===== src/rtl/mc_controller.sv =====
// rtl/mc_controller.sv - multicycle ARM control unit: state sequencer, decoder, NZCV flags
//
// Purpose: sequences each instruction through fetch/decode/execute/memory/
// writeback as a Moore FSM, decodes the instruction word into datapath
// selects and enables, holds the NZCV flags and gates architectural writes
// on the instruction's condition.
//
// Ports:
//   clk        system clock, rising edge
//   reset      asynchronous active-low reset
//   Instr      instruction register contents [31:12] (cond, op, funct, Rd)
//   ALUFlags   live ALU flags {N,Z,C,V}
//   PCWrite    PC enable            MemWrite   data memory write enable
//   RegWrite   register file enable IRWrite    instruction register enable
//   AdrSrc     address select (0 PC, 1 Result)
//   RegSrc     bit0: RA1=15, bit1: RA2=Rd
//   ALUSrcA    00 A reg, 01 PC
//   ALUSrcB    00 WriteData, 01 ExtImm, 10 constant 4
//   ResultSrc  00 ALUOut, 01 Data, 10 ALUResult
//   ImmSrc     extend mode (Instr[27:26])
//   ALUControl 000 ADD, 001 SUB, 010 AND, 011 ORR
module mc_controller (
  input  logic         clk,
  input  logic         reset,
  input  logic [31:12] Instr,
  input  logic [3:0]   ALUFlags,
  output logic         PCWrite,
  output logic         MemWrite,
  output logic         RegWrite,
  output logic         IRWrite,
  output logic         AdrSrc,
  output logic [1:0]   RegSrc,
  output logic [1:0]   ALUSrcA,
  output logic [1:0]   ALUSrcB,
  output logic [1:0]   ResultSrc,
  output logic [1:0]   ImmSrc,
  output logic [2:0]   ALUControl
);

  typedef enum logic [3:0] {
    S_FETCH, S_DECODE, S_MEMADR, S_MEMRD, S_MEMWB,
    S_MEMWR, S_EXECR, S_EXECI, S_ALUWB, S_BRANCH
  } state_t;

  state_t     state, next_state;
  logic [3:0] flags;
  logic       cond_ex;
  logic       cond_ex_r;

  logic [3:0] cond;
  logic [1:0] op;
  logic       imm_bit;
  logic [3:0] cmd;
  logic       s_bit;
  logic       rd_is_pc;
  logic       unused_rn;

  assign cond      = Instr[31:28];
  assign op        = Instr[27:26];
  assign imm_bit   = Instr[25];
  assign cmd       = Instr[24:21];
  assign s_bit     = Instr[20];
  assign rd_is_pc  = (Instr[15:12] == 4'hF);
  assign unused_rn = ^Instr[19:16];

  logic flag_n, flag_z, flag_c, flag_v;
  assign {flag_n, flag_z, flag_c, flag_v} = flags;

  always_comb begin
    cond_ex = 1'b0;
    case (cond)
      4'h0: cond_ex = flag_z;
      4'h1: cond_ex = ~flag_z;
      4'h2: cond_ex = flag_c;
      4'h3: cond_ex = ~flag_c;
      4'h4: cond_ex = flag_n;
      4'h5: cond_ex = ~flag_n;
      4'h6: cond_ex = flag_v;
      4'h7: cond_ex = ~flag_v;
      4'h8: cond_ex = flag_c & ~flag_z;
      4'h9: cond_ex = ~flag_c | flag_z;
      4'hA: cond_ex = (flag_n == flag_v);
      4'hB: cond_ex = (flag_n != flag_v);
      4'hC: cond_ex = ~flag_z & (flag_n == flag_v);
      4'hD: cond_ex = flag_z | (flag_n != flag_v);
      4'hE: cond_ex = 1'b1;
      default: cond_ex = 1'b0;
    endcase
  end

  logic [2:0] alu_ctl;
  logic       no_write;
  logic       cv_update;

  always_comb begin
    alu_ctl   = 3'b000;
    no_write  = 1'b0;
    cv_update = 1'b0;
    case (cmd)
      4'b0100: begin alu_ctl = 3'b000; cv_update = 1'b1; end
      4'b0010: begin alu_ctl = 3'b001; cv_update = 1'b1; end
      4'b1010: begin alu_ctl = 3'b001; cv_update = 1'b1; no_write = 1'b1; end
      4'b0000: alu_ctl = 3'b010;
      4'b1100: alu_ctl = 3'b011;
      default: alu_ctl = 3'b000;
    endcase
  end

  logic in_exec;
  assign in_exec = (state == S_EXECR) || (state == S_EXECI);

  // Writeback uses the condition captured before this instruction's own
  // flag update, so a flag-setting instruction cannot veto its own write.
  logic alu_wb_en;
  logic mem_wb_en;
  assign alu_wb_en = cond_ex_r & ~no_write;
  assign mem_wb_en = cond_ex;

  always_ff @(posedge clk or negedge reset) begin
    if (!reset) begin
      state     <= S_FETCH;
      flags     <= 4'b0000;
      cond_ex_r <= 1'b0;
    end else begin
      state <= next_state;
      if (in_exec) begin
        cond_ex_r <= cond_ex;
        if (s_bit && cond_ex) begin
          flags[3:2] <= ALUFlags[3:2];
          if (cv_update) flags[1:0] <= ALUFlags[1:0];
        end
      end
    end
  end

  always_comb begin
    next_state = state;
    PCWrite    = 1'b0;
    MemWrite   = 1'b0;
    RegWrite   = 1'b0;
    IRWrite    = 1'b0;
    AdrSrc     = 1'b0;
    RegSrc     = {op == 2'b01, op == 2'b10};
    ALUSrcA    = 2'b00;
    ALUSrcB    = 2'b00;
    ResultSrc  = 2'b00;
    ImmSrc     = op;
    ALUControl = 3'b000;
    case (state)
      S_FETCH: begin
        IRWrite    = 1'b1;
        PCWrite    = 1'b1;
        ALUSrcA    = 2'b01;
        ALUSrcB    = 2'b10;
        ResultSrc  = 2'b10;
        next_state = S_DECODE;
      end
      S_DECODE: begin
        // PC+4 computed again here so R15 reads as PC+8.
        ALUSrcA   = 2'b01;
        ALUSrcB   = 2'b10;
        ResultSrc = 2'b10;
        case (op)
          2'b00:   next_state = imm_bit ? S_EXECI : S_EXECR;
          2'b01:   next_state = S_MEMADR;
          2'b10:   next_state = S_BRANCH;
          default: next_state = S_FETCH;
        endcase
      end
      S_MEMADR: begin
        ALUSrcB    = 2'b01;
        next_state = s_bit ? S_MEMRD : S_MEMWR;
      end
      S_MEMRD: begin
        AdrSrc     = 1'b1;
        next_state = S_MEMWB;
      end
      S_MEMWB: begin
        ResultSrc  = 2'b01;
        RegWrite   = mem_wb_en;
        PCWrite    = mem_wb_en & rd_is_pc;
        next_state = S_FETCH;
      end
      S_MEMWR: begin
        AdrSrc     = 1'b1;
        MemWrite   = cond_ex;
        next_state = S_FETCH;
      end
      S_EXECR: begin
        ALUControl = alu_ctl;
        next_state = S_ALUWB;
      end
      S_EXECI: begin
        ALUSrcB    = 2'b01;
        ALUControl = alu_ctl;
        next_state = S_ALUWB;
      end
      S_ALUWB: begin
        RegWrite   = alu_wb_en;
        PCWrite    = alu_wb_en & rd_is_pc;
        next_state = S_FETCH;
      end
      S_BRANCH: begin
        ALUSrcB    = 2'b01;
        ResultSrc  = 2'b10;
        PCWrite    = cond_ex;
        next_state = S_FETCH;
      end
      default: next_state = S_FETCH;
    endcase
  end

endmodule


===== config.mk =====
export PLATFORM = sky130hd
export DESIGN_NAME = mc_controller
export DESIGN_NICKNAME = d
export VERILOG_FILES = /design/src/rtl/mc_controller.sv
export SDC_FILE = /design/constraint.sdc
export NUM_CORES = 1
export LEC_CHECK = 0
export ABC_AREA = 1
export BUFFER_PORTS_ARGS = -buffer_cell sky130_fd_sc_hd__buf_2
export CORE_MARGIN = 2
export CORE_UTILIZATION = 49
export CTS_CLUSTER_DIAMETER = 60
export CTS_CLUSTER_SIZE = 30
export DETAILED_ROUTE_END_ITERATION = 7
export GPL_TIMING_DRIVEN = 0
export PLACE_DENSITY = 0.83
export SETUP_SLACK_MARGIN = 0.5
export SLEW_MARGIN = 40
export SYNTH_ARGS = -nofsm -noshare
export SYNTH_HDL_FRONTEND = slang
export SYNTH_SLANG_ARGS = --single-unit

===== constraint.sdc =====
create_clock -name clk -period 2.2 [get_ports clk]
set_input_delay 0 -clock clk [delete_from_list [all_inputs] [get_ports clk]]
set_output_delay 0 -clock clk [all_outputs]
set_load 0.01 [all_outputs]

Word level (Yosys, flattened, before mapping)
Index checks and enable logic that the tools add are counted.
{"block": "classes", "bitwise": 12, "mux": 17, "reduce_logical": 15, "n_eq_ne": 32}
{"cell": "equality test 4 bit (second input constant)", "n": 12}
{"cell": "equality test 4 x 3 -> 1 bit (second input constant)", "n": 9}
{"cell": "equality test 4 x 2 -> 1 bit (second input constant)", "n": 5}
{"cell": "one-hot mux 4 bit (5 select lines)", "n": 1}
{"cell": "one-hot mux 1 bit (15 select lines)", "n": 1}
{"cell": "logical NOT 4 bit", "n": 3}
{"cell": "one-hot mux 4 bit (3 select lines)", "n": 1}
{"cell": "OR reduction 3 bit", "n": 3}
{"cell": "equality test 4 x 1 -> 1 bit (second input constant)", "n": 2}
{"cell": "one-hot mux 2 bit (2 select lines)", "n": 2}
{"cell": "OR reduction 2 bit", "n": 4}
{"cell": "2-to-1 mux 1 bit", "n": 7}
{"cell": "2-to-1 mux 3 bit", "n": 2}
{"cell": "one-hot mux 2 bit (3 select lines)", "n": 1}
{"cell": "bitwise AND 1 bit", "n": 5}
{"cell": "NOT 1 bit", "n": 5}
{"cell": "one-hot mux 1 bit (4 select lines)", "n": 1}
{"cell": "AND reduction 3 bit", "n": 1}
{"cell": "equality test 2 x 1 -> 1 bit (second input constant)", "n": 1}
{"cell": "equality test 2 bit (second input constant)", "n": 1}
{"cell": "logical NOT 2 bit", "n": 1}
{"cell": "bitwise OR 1 bit", "n": 2}
{"cell": "one-hot mux 1 bit (2 select lines)", "n": 1}
{"cell": "AND reduction 2 bit", "n": 1}
{"cell": "4 further kinds", "n": 4}
{"block": "totals", "out_inout_bits": 18, "register_bits": 9}

Longest topological paths before layout
Gate-level depths: netlist (run 1).
{"block": "logic_depth", "ltp_word": 6, "ltp_mapped": 12, "depth_no_buf": 12}

Least setup slack after synthesis (run 1)
OpenSTA, ideal clock, no wires.
{"block": "synth_timing", "path_kind": "reg-to-reg", "from": "register state[3]", "to": "register flags[0]", "arrival_ps": 1156, "t_required_ps": 2083, "setup_time_ps": 117, "slack_ps": 927, "stages_incl_launch_ff": 9, "period_less_slack_ps": 1273, "path_cell_list": "dfrtp_1 > nor2_2 > inv_2 > nor2_4 > inv_1 > a21oi_2 > nand3_2 > nand2_1 > nand2_1"}
{"block": "synth_between", "elab_chain_cells": 3}
{"element": "start: declaration", "line_no": "45", "rtl": "state_t state, next_state;"}
{"element": "start signal: assignment", "line_no": "125", "rtl": "state <= next_state;"}
{"element": "equality test 4 x 3 -> 1 bit", "line_no": "110", "rtl": "assign in_exec = (state == S_EXECR) || (state == S_EXECI);"}
{"element": "logical OR 1 bit *", "line_no": "110"}
{"element": "AND reduction 3 bit (no source line) *"}
{"element": "end signal: assignment", "line_no": "130", "rtl": "if (cv_update) flags[1:0] <= ALUFlags[1:0];"}
{"element": "end: declaration", "line_no": "46", "rtl": "logic [3:0] flags;"}
Mark *: on every way between the ends. The rest lies on a longest branch, timed or not.
A chain may end at the register's enable or synchronous reset.

Worst setup path after layout (run 1)
{"block": "layout_timing", "from": "register flags[0]", "to": "output PCWrite"}
{"block": "layout_between", "elab_chain_cells": 5}
{"element": "inequality test 1 bit or equality test 1 bit (tied branches)"}
{"element": "bitwise OR 1 bit or bitwise AND 1 bit (tied branches)", "line_no": "85, 84"}
{"element": "one-hot mux 1 bit (15 select lines) *", "line_no": "71", "rtl": "case (cond)"}
{"element": "bitwise AND 1 bit", "line_no": "181", "rtl": "PCWrite = mem_wb_en & rd_is_pc;"}
{"element": "one-hot mux 1 bit (4 select lines) *", "line_no": "149", "rtl": "case (state)"}
{"element": "end: declaration", "line_no": "27", "rtl": "output logic PCWrite,"}
Marks and branches as above.

==> results.py, run 1 <==
metrics = {
    "timing": {
        "clock.fmax_ghz": 0.604,
        "rsz0062_at_grt": "yes",
        "holdWs_ps": 19.0,
        "hold_viol_final": 0,
        "setup_tns_ps": 0,
        "worst_slack_ps": 545,
        "finalMaxSlewViolations": 0,
        "setup_viol": 0,
        "clock-skew-final_ps": 0.450,
        "period_needed_ps": 1660,
        "period_share_pct": 75.2,
    },
    "final_layout": {
        "antennaDiodeCount": 0,
        "design_area_sq_um": 1280,
        "area.growth.synth_to_final_pct": 42.1,
        "final_nets": 229,
        "final_layout_size_suffix_gt1_share_pct": 35.6,
        "final_cells": 227,
    },
    "power": {
        "netSwitchingFraction_pct": 48.8,
        "internal_power_w": 0.000604,
        "powerDensity_nw_per_um2": 922,
        "p_sw_w": 0.000576,
        "seqPwrFrac_pct": 25.1,
        "pwr-share-comb_pct": 64.2,
        "leakagePower_nw": 0.727,
        "vdd_ir_drop_max_mv": 0.551,
        "clkPwrFrac_pct": 10.7,
    },
    "critical_path": {
        "cp-start-kind": "flip-flop",
        "slowest_stage": "dfrtp_1",
        "path_cells": "inv_2, nand2_4, nand2_1, nand2_1, a21boi_1, nor2_1, nand3_2, buf_6, a21oi_2, nand2_1, buf_2",
        "cp_max_fo": 4,
        "worstSetupPathType": "flip-flop to output pin",
        "cp_top_family": "simple AND/OR/NAND/NOR gates",
        "crit_top_cell": "nand2_1",
        "worst-endpoint-required_ps": 2200,
        "crit_arrival_ps": 1660,
        "critPathBufInv": 3,
        "critPathCaptureType": "output pin",
        "max_stage_delay_ps": 420,
    },
    "place": {
        "dp.cells": 212,
        "dp_hpwl_um": 1810,
        "pre_cts_slack_ps": 743,
        "post_dp_cell_area_sq_um": 1120,
        "io_buffers": 36,
        "place.gp.congestion": 0.841,
    },
    "routing": {
        "drc_errors": 0,
        "highest_layer": "met4",
        "drtAntennaViolNets": 0,
        "wl_um": 2540,
        "viasPerCell": 4.95,
        "wl_met1_um": 1000,
        "first_iter_violations": 31,
        "vias": 1124,
        "wl_per_cell_um": 11.2,
        "wl_met2_um": 1330,
        "met3WireLength_um": 153,
        "firstDrtPassIters": 4,
    },
    "global_routing": {
        "grt_pass1_vias": 951,
        "overflow": 0,
        "grt_use_total_pct": 23.2,
        "antenna_found_initial": 0,
        "grt_max_degree": 11,
        "grt_pass1_wl_um": 3660,
    },
    "logic_synthesis": {
        "synth.area.top_cells": "dfrtp_1 (25%), nand2_1 (18%), inv_1 (11%)",
        "synth_common_cells": "nand2_1 (42), inv_1 (26), nor2_1 (20), nand3_1 (14), dfrtp_1 (9)",
        "synth.avg_cell_area_sq_um": 6.01,
        "synth_cell_types": 24,
        "ys_ff_latch": 9,
        "synth-edff-count": 0,
        "yosysMostFrequentCell": "nand2_1",
        "ys_warn_count": 0,
        "yosysSeqAreaShare_pct": 25.0,
        "synthCells": 150,
        "yosysTopAreaCellShare_pct": 25.0,
        "synthesis.area_sq_um": 901,
        "async_reset_ff_share_pct": 100,
        "ys.flop_type": "dfrtp_1",
        "synth_top_cell_by_area": "dfrtp_1",
    },
    "clocking": {
        "clock_latency_ps": 260,
        "clk_pin_slew_ps": 60,
        "numClockSinks": 9,
        "h-tree-depth": 1,
        "cts_root_buf": "clkbuf_4",
        "cts_tree": "built",
        "numCtsBuffers": 3,
        "cts_buffer_depth": 2,
    },
    "floorplan": {
        "dieArea_sq_um": 2200,
        "dieHeight_um": 46.9,
        "core_area_sq_um": 1730,
        "rows": 15,
        "die_w_um": 46.9,
        "io_pins": 44,
        "start_util_pct": 52.2,
    },
    "run_status": {
        "outcome": "finished, final reports clean",
    },
    "run": {
        "cap_violations": 0,
    },
    "worst_hold_path": {
        "hold_path_class": "input port to flip-flop",
    },
}
==> path summary, 6_finish.rpt <==
kind	startpoint	to	slack, ps	depth (start not counted)
max	flags[0]	PCWrite	540	11
min	Instr[27]	state[1]	20	2
max reg2reg	state[2]	state[2]	580	6
min reg2reg	flags[1]	flags[1]	500	2
max in group asynchronous	reset	flags[1]	1920	2
min in group asynchronous	reset	state[0]	110	2
==> layer usage <==
layer,global-route usage (%),vias up
li1,-,575
met1,28.4,490
met2,41.4,53
met3,2.69,6
met4,8.89,0
met5,0,-
==> power by group through the flow <==
stage | registers, W | logic [W] | clock network, W
floorplan | 0.000271 | 0.000447 | 0
global placement | 0.000280 | 0.000624 | 0
detailed placement | 0.000283 | 0.000640 | 0
CTS | 0.000280 | 0.000664 | 0.000130
global route | 0.000303 | 0.000842 | 0.000134
finish | 0.000296 | 0.000758 | 0.000126
==> registers in the layout, indices dropped and copies added, names as in the netlist <==
name	count
flags	4
state	4
cond_ex_r	1
==> worst register-to-register path, stage by stage (launching register included) <==
cell and delay (ps):
dfrtp_1 420, nor2_2 150, inv_2 80, nor2_2 160, o21ai_1 100, o31ai_1 70
dlygate4sd3_1 580
==> logic make-up (layout without fill, tap and decap cells) <==
group / Yosys count / in the layout / share of synthesized area (%)
other: 1 / 2 / 0.416
flip-flops: 9 / 9 / 25.0
AND/OR/NAND/NOR: 88 / 88 / 43.8
AO/OA/AOI/OAI: 17 / 17 / 12.6
buffers and inverters: 35 / 86 / 18.2
==> placed cells by master (no fill, tap or decap), types with 2 or more instances in the layout <==
master	count
nand2_1	40
buf_2	36
inv_1	22
nor2_1	17
nand3_1	12
dfrtp_1	9
buf_4	8
inv_2	7
dlygate4sd3_1	7
nand3_2	5
nand4_1	5
nor2_2	3
o21ai_0	3
a21oi_2	3
a21oi_1	3
clkbuf_4	3
nor2_4	2
o31ai_1	2
o22ai_1	2
conb_1	2
==> through the flow <==
stage / util (%) / power [W]
finish: 74.1 / 0.00118
floorplan: - / 0.000718
global route: 74.1 / 0.00128
global placement: 64.6 / 0.000903
CTS: 70.2 / 0.00107
detailed placement: 64.6 / 0.000923
==> area by class of cell <==
class | instances | area (sq um)
repair buffers | 47 | 280
plain buffers | 6 | 55.1
inverters | 29 | 109
clock buffers | 4 | 26.3
fillers | 143 | 447
flip-flops and latches | 9 | 225
well taps | 25 | 31.3
multi-input cells | 107 | 553
==> timing repair <==
item,4_1_cts,5_1_grt
hold endpoints to repair,15,0
endpoints found under the setup margin,0,4
buffers inserted,0,4
resized for setup,0,15
hold buffers,7,0
Note: power is estimated with default switching activity, not from simulation.
==> inputs of run 2 (changes only) <==
CORE_UTILIZATION = 41   (was 49)
PLACE_DENSITY = 0.74   (was 0.83)
clock period = 1.5 ns   (was 2.2 ns; I/O delays follow)
==> run 2 against run 1 <==
Against the previous run:
- the flow now finishes with violations (setup timing)
- register-to-register slack worse by 680 ps
- critical path depth up 1
- sequential power grew 57%
- first-iteration DRC count fell by 3.2%
- sequential share of layout area decreased by 1.5 points
- cell count up 2.2%
- utilization fell by 3.6 points
- total power grew 86%
- flip-flop and latch count unchanged
- clock-buffer cell count unchanged
- worst setup slack lost 690 ps
- global-route usage down 4.8 points
- critical endpoint unchanged
- highest routed layer unchanged
==> results.py, run 2 (synthesis results as in run 1) <==
metrics = {
    "place": {
        "io_buffers": 36,
        "dp_hpwl_um": 1740,
        "place.gp.congestion": 0.862,
    },
    "run_status": {
        "failed_checks": "setup timing",
        "outcome": "finished with violations",
    },
    "floorplan": {
        "start_util_pct": 44.6,
        "dieArea_sq_um": 2590,
        "rows": 16,
        "io_pins": 44,
        "die_w_um": 50.9,
        "dieHeight_um": 50.9,
        "core_area_sq_um": 2020,
    },
    "routing": {
        "first_iter_violations": 30,
        "wl_per_cell_um": 11.9,
        "wl_um": 2770,
        "vias": 1143,
        "firstDrtPassIters": 4,
        "drc_errors": 0,
        "viasPerCell": 4.93,
        "drtAntennaViolNets": 0,
    },
    "clocking": {
        "cts_tree": "built",
        "h-tree-depth": 1,
        "cts_root_buf": "clkbuf_4",
        "clk_pin_slew_ps": 60,
        "clock_latency_ps": 250,
        "numCtsBuffers": 3,
        "cts_buffer_depth": 2,
        "numClockSinks": 9,
    },
    "critical_path": {
        "critPathCaptureType": "output pin",
        "worst_r2r_path_depth": 13,
        "critPathBufInv": 4,
        "rrSetupSlack_ps": -100,
        "crit_top_cell": "nand2_1",
        "crit_arrival_ps": 1650,
        "rr_startpoint": "flags[3]",
        "cp_max_fo": 4,
        "path_cells": "inv_2, nand2_2, nand3_1, nand2_1, nand2_1, nand2_1, inv_1, nand3_2, buf_6, a21oi_2, nand2_1, buf_2",
        "worstSetupPathType": "flip-flop to output pin",
        "cp_top_family": "flip-flops",
        "slowest_stage": "dfrtp_2",
        "cp-startpoint": "flags[3]",
        "crit_path_end": "PCWrite",
        "max_stage_delay_ps": 440,
        "rr_endpoint": "cond_ex_r",
        "worst-endpoint-required_ps": 1500,
        "cp-start-kind": "flip-flop",
        "cp.depth": 12,
    },
    "timing": {
        "holdWs_ps": 6.62,
        "worst_slack_ps": -145,
        "period_needed_ps": 1650,
        "clock.fmax_ghz": 0.608,
        "finalMaxSlewViolations": 0,
        "hold_viol_final": 0,
        "period_share_pct": 110,
        "setup_viol": 8,
        "setup_tns_ps": -719,
        "rsz0062_at_grt": "yes",
        "clock-skew-final_ps": 2.38,
    },
    "run": {
        "cap_violations": 0,
    },
    "final_layout": {
        "reg_top3": "flags (4), state (4), cond_ex_r (1)",
        "area.growth.synth_to_final_pct": 58.3,
        "final_cell_mix": "nand2_1 (34), buf_2 (31), inv_1 (18)",
        "final_layout_size_suffix_gt1_share_pct": 49.8,
        "nFillCells": 168,
        "antennaDiodeCount": 0,
        "final_common_cell": "nand2_1",
        "multi_input_area_sq_um": 634,
        "seqCellArea_sq_um": 230,
        "final_nets": 232,
    },
    "global_routing": {
        "grt_max_degree": 10,
        "grt_use_total_pct": 18.4,
        "grt_pass1_vias": 905,
        "overflow": 0,
        "antenna_found_initial": 0,
        "grt_pass1_wl_um": 3700,
    },
    "power": {
        "vdd_ir_drop_max_mv": 1.01,
        "leakagePower_nw": 0.765,
        "powerDensity_nw_per_um2": 1540,
    },
    "worst_hold_path": {
        "hold_path_class": "input port to flip-flop",
    },
}
[run 2: final cells by class]
cell class / count / area share [%]
timing repair buffer: 50 / 23.0
tap: 27 / 2.37
multi-input combinational: 107 / 44.5
buffer: 6 / 3.86
inverter: 29 / 8.33
sequential: 9 / 16.1
clock buffer: 4 / 1.84
[run 2: where the power goes]
group | leakage [nW] | internal [W] | switching, W
Clock | 0.0150 | 0.000102 | 0.0000775
Combinational | 0.638 | 0.000684 | 0.000868
Sequential | 0.112 | 0.000341 | 0.000124
[run 2: worst min-delay path, delay by kind of cell]
| family | cells | cell delay, ps |
|---|---|---|
| simple gates | 2 | 130 |
| buf+inv | 1 | 100 |
[run 2: timing repair]
action                                 CTS  global route
setup buffers                            5             7
setup endpoints to repair               21            22
gates resized for setup                 13            38
hold buffers                             2             0
endpoints found under the hold margin   11             0
pin swaps                                2             5
[run 2: metrics by stage]
step           instance area [sq um]  instances  util [%]  setup slack [ps]  total power, W
6_report                        1430        232      70.5              -145         0.00220
5_1_grt                         1430        232      70.5              -311         0.00237
4_1_cts                         1240        225      61.4              -106         0.00170
3_5_place_dp                    1130        214      55.9               104         0.00138
3_3_place_gp                    1130        214      55.9               140         0.00136
2_1_floorplan                    917        151         -               261         0.00108
[run 2: worst min path at each step]
stage                           start  depth (start not counted)  slack (ps)         to
final                     ALUFlags[0]                          3           7   flags[0]
after global routing        Instr[27]                          2          10   state[2]
after CTS                   Instr[27]                          2           1   state[1]
after detailed placement        reset                          1        -140   state[0]
after global placement          reset                          1        -140   state[0]
after floorplan                 reset                          0        -300  cond_ex_r
[run 2: routing by layer]
| layer | vias to the layer above | share of wire (%) | GRT usage, % |
|---|---|---|---|
| li1 | 587 | - | - |
| met1 | 503 | 41 | 23.9 |
| met2 | 45 | 51 | 31.4 |
| met3 | 8 | 4.8 | 2.05 |
| met4 | 0 | 3.3 | 6.76 |
| met5 | - | 0 | 0 |
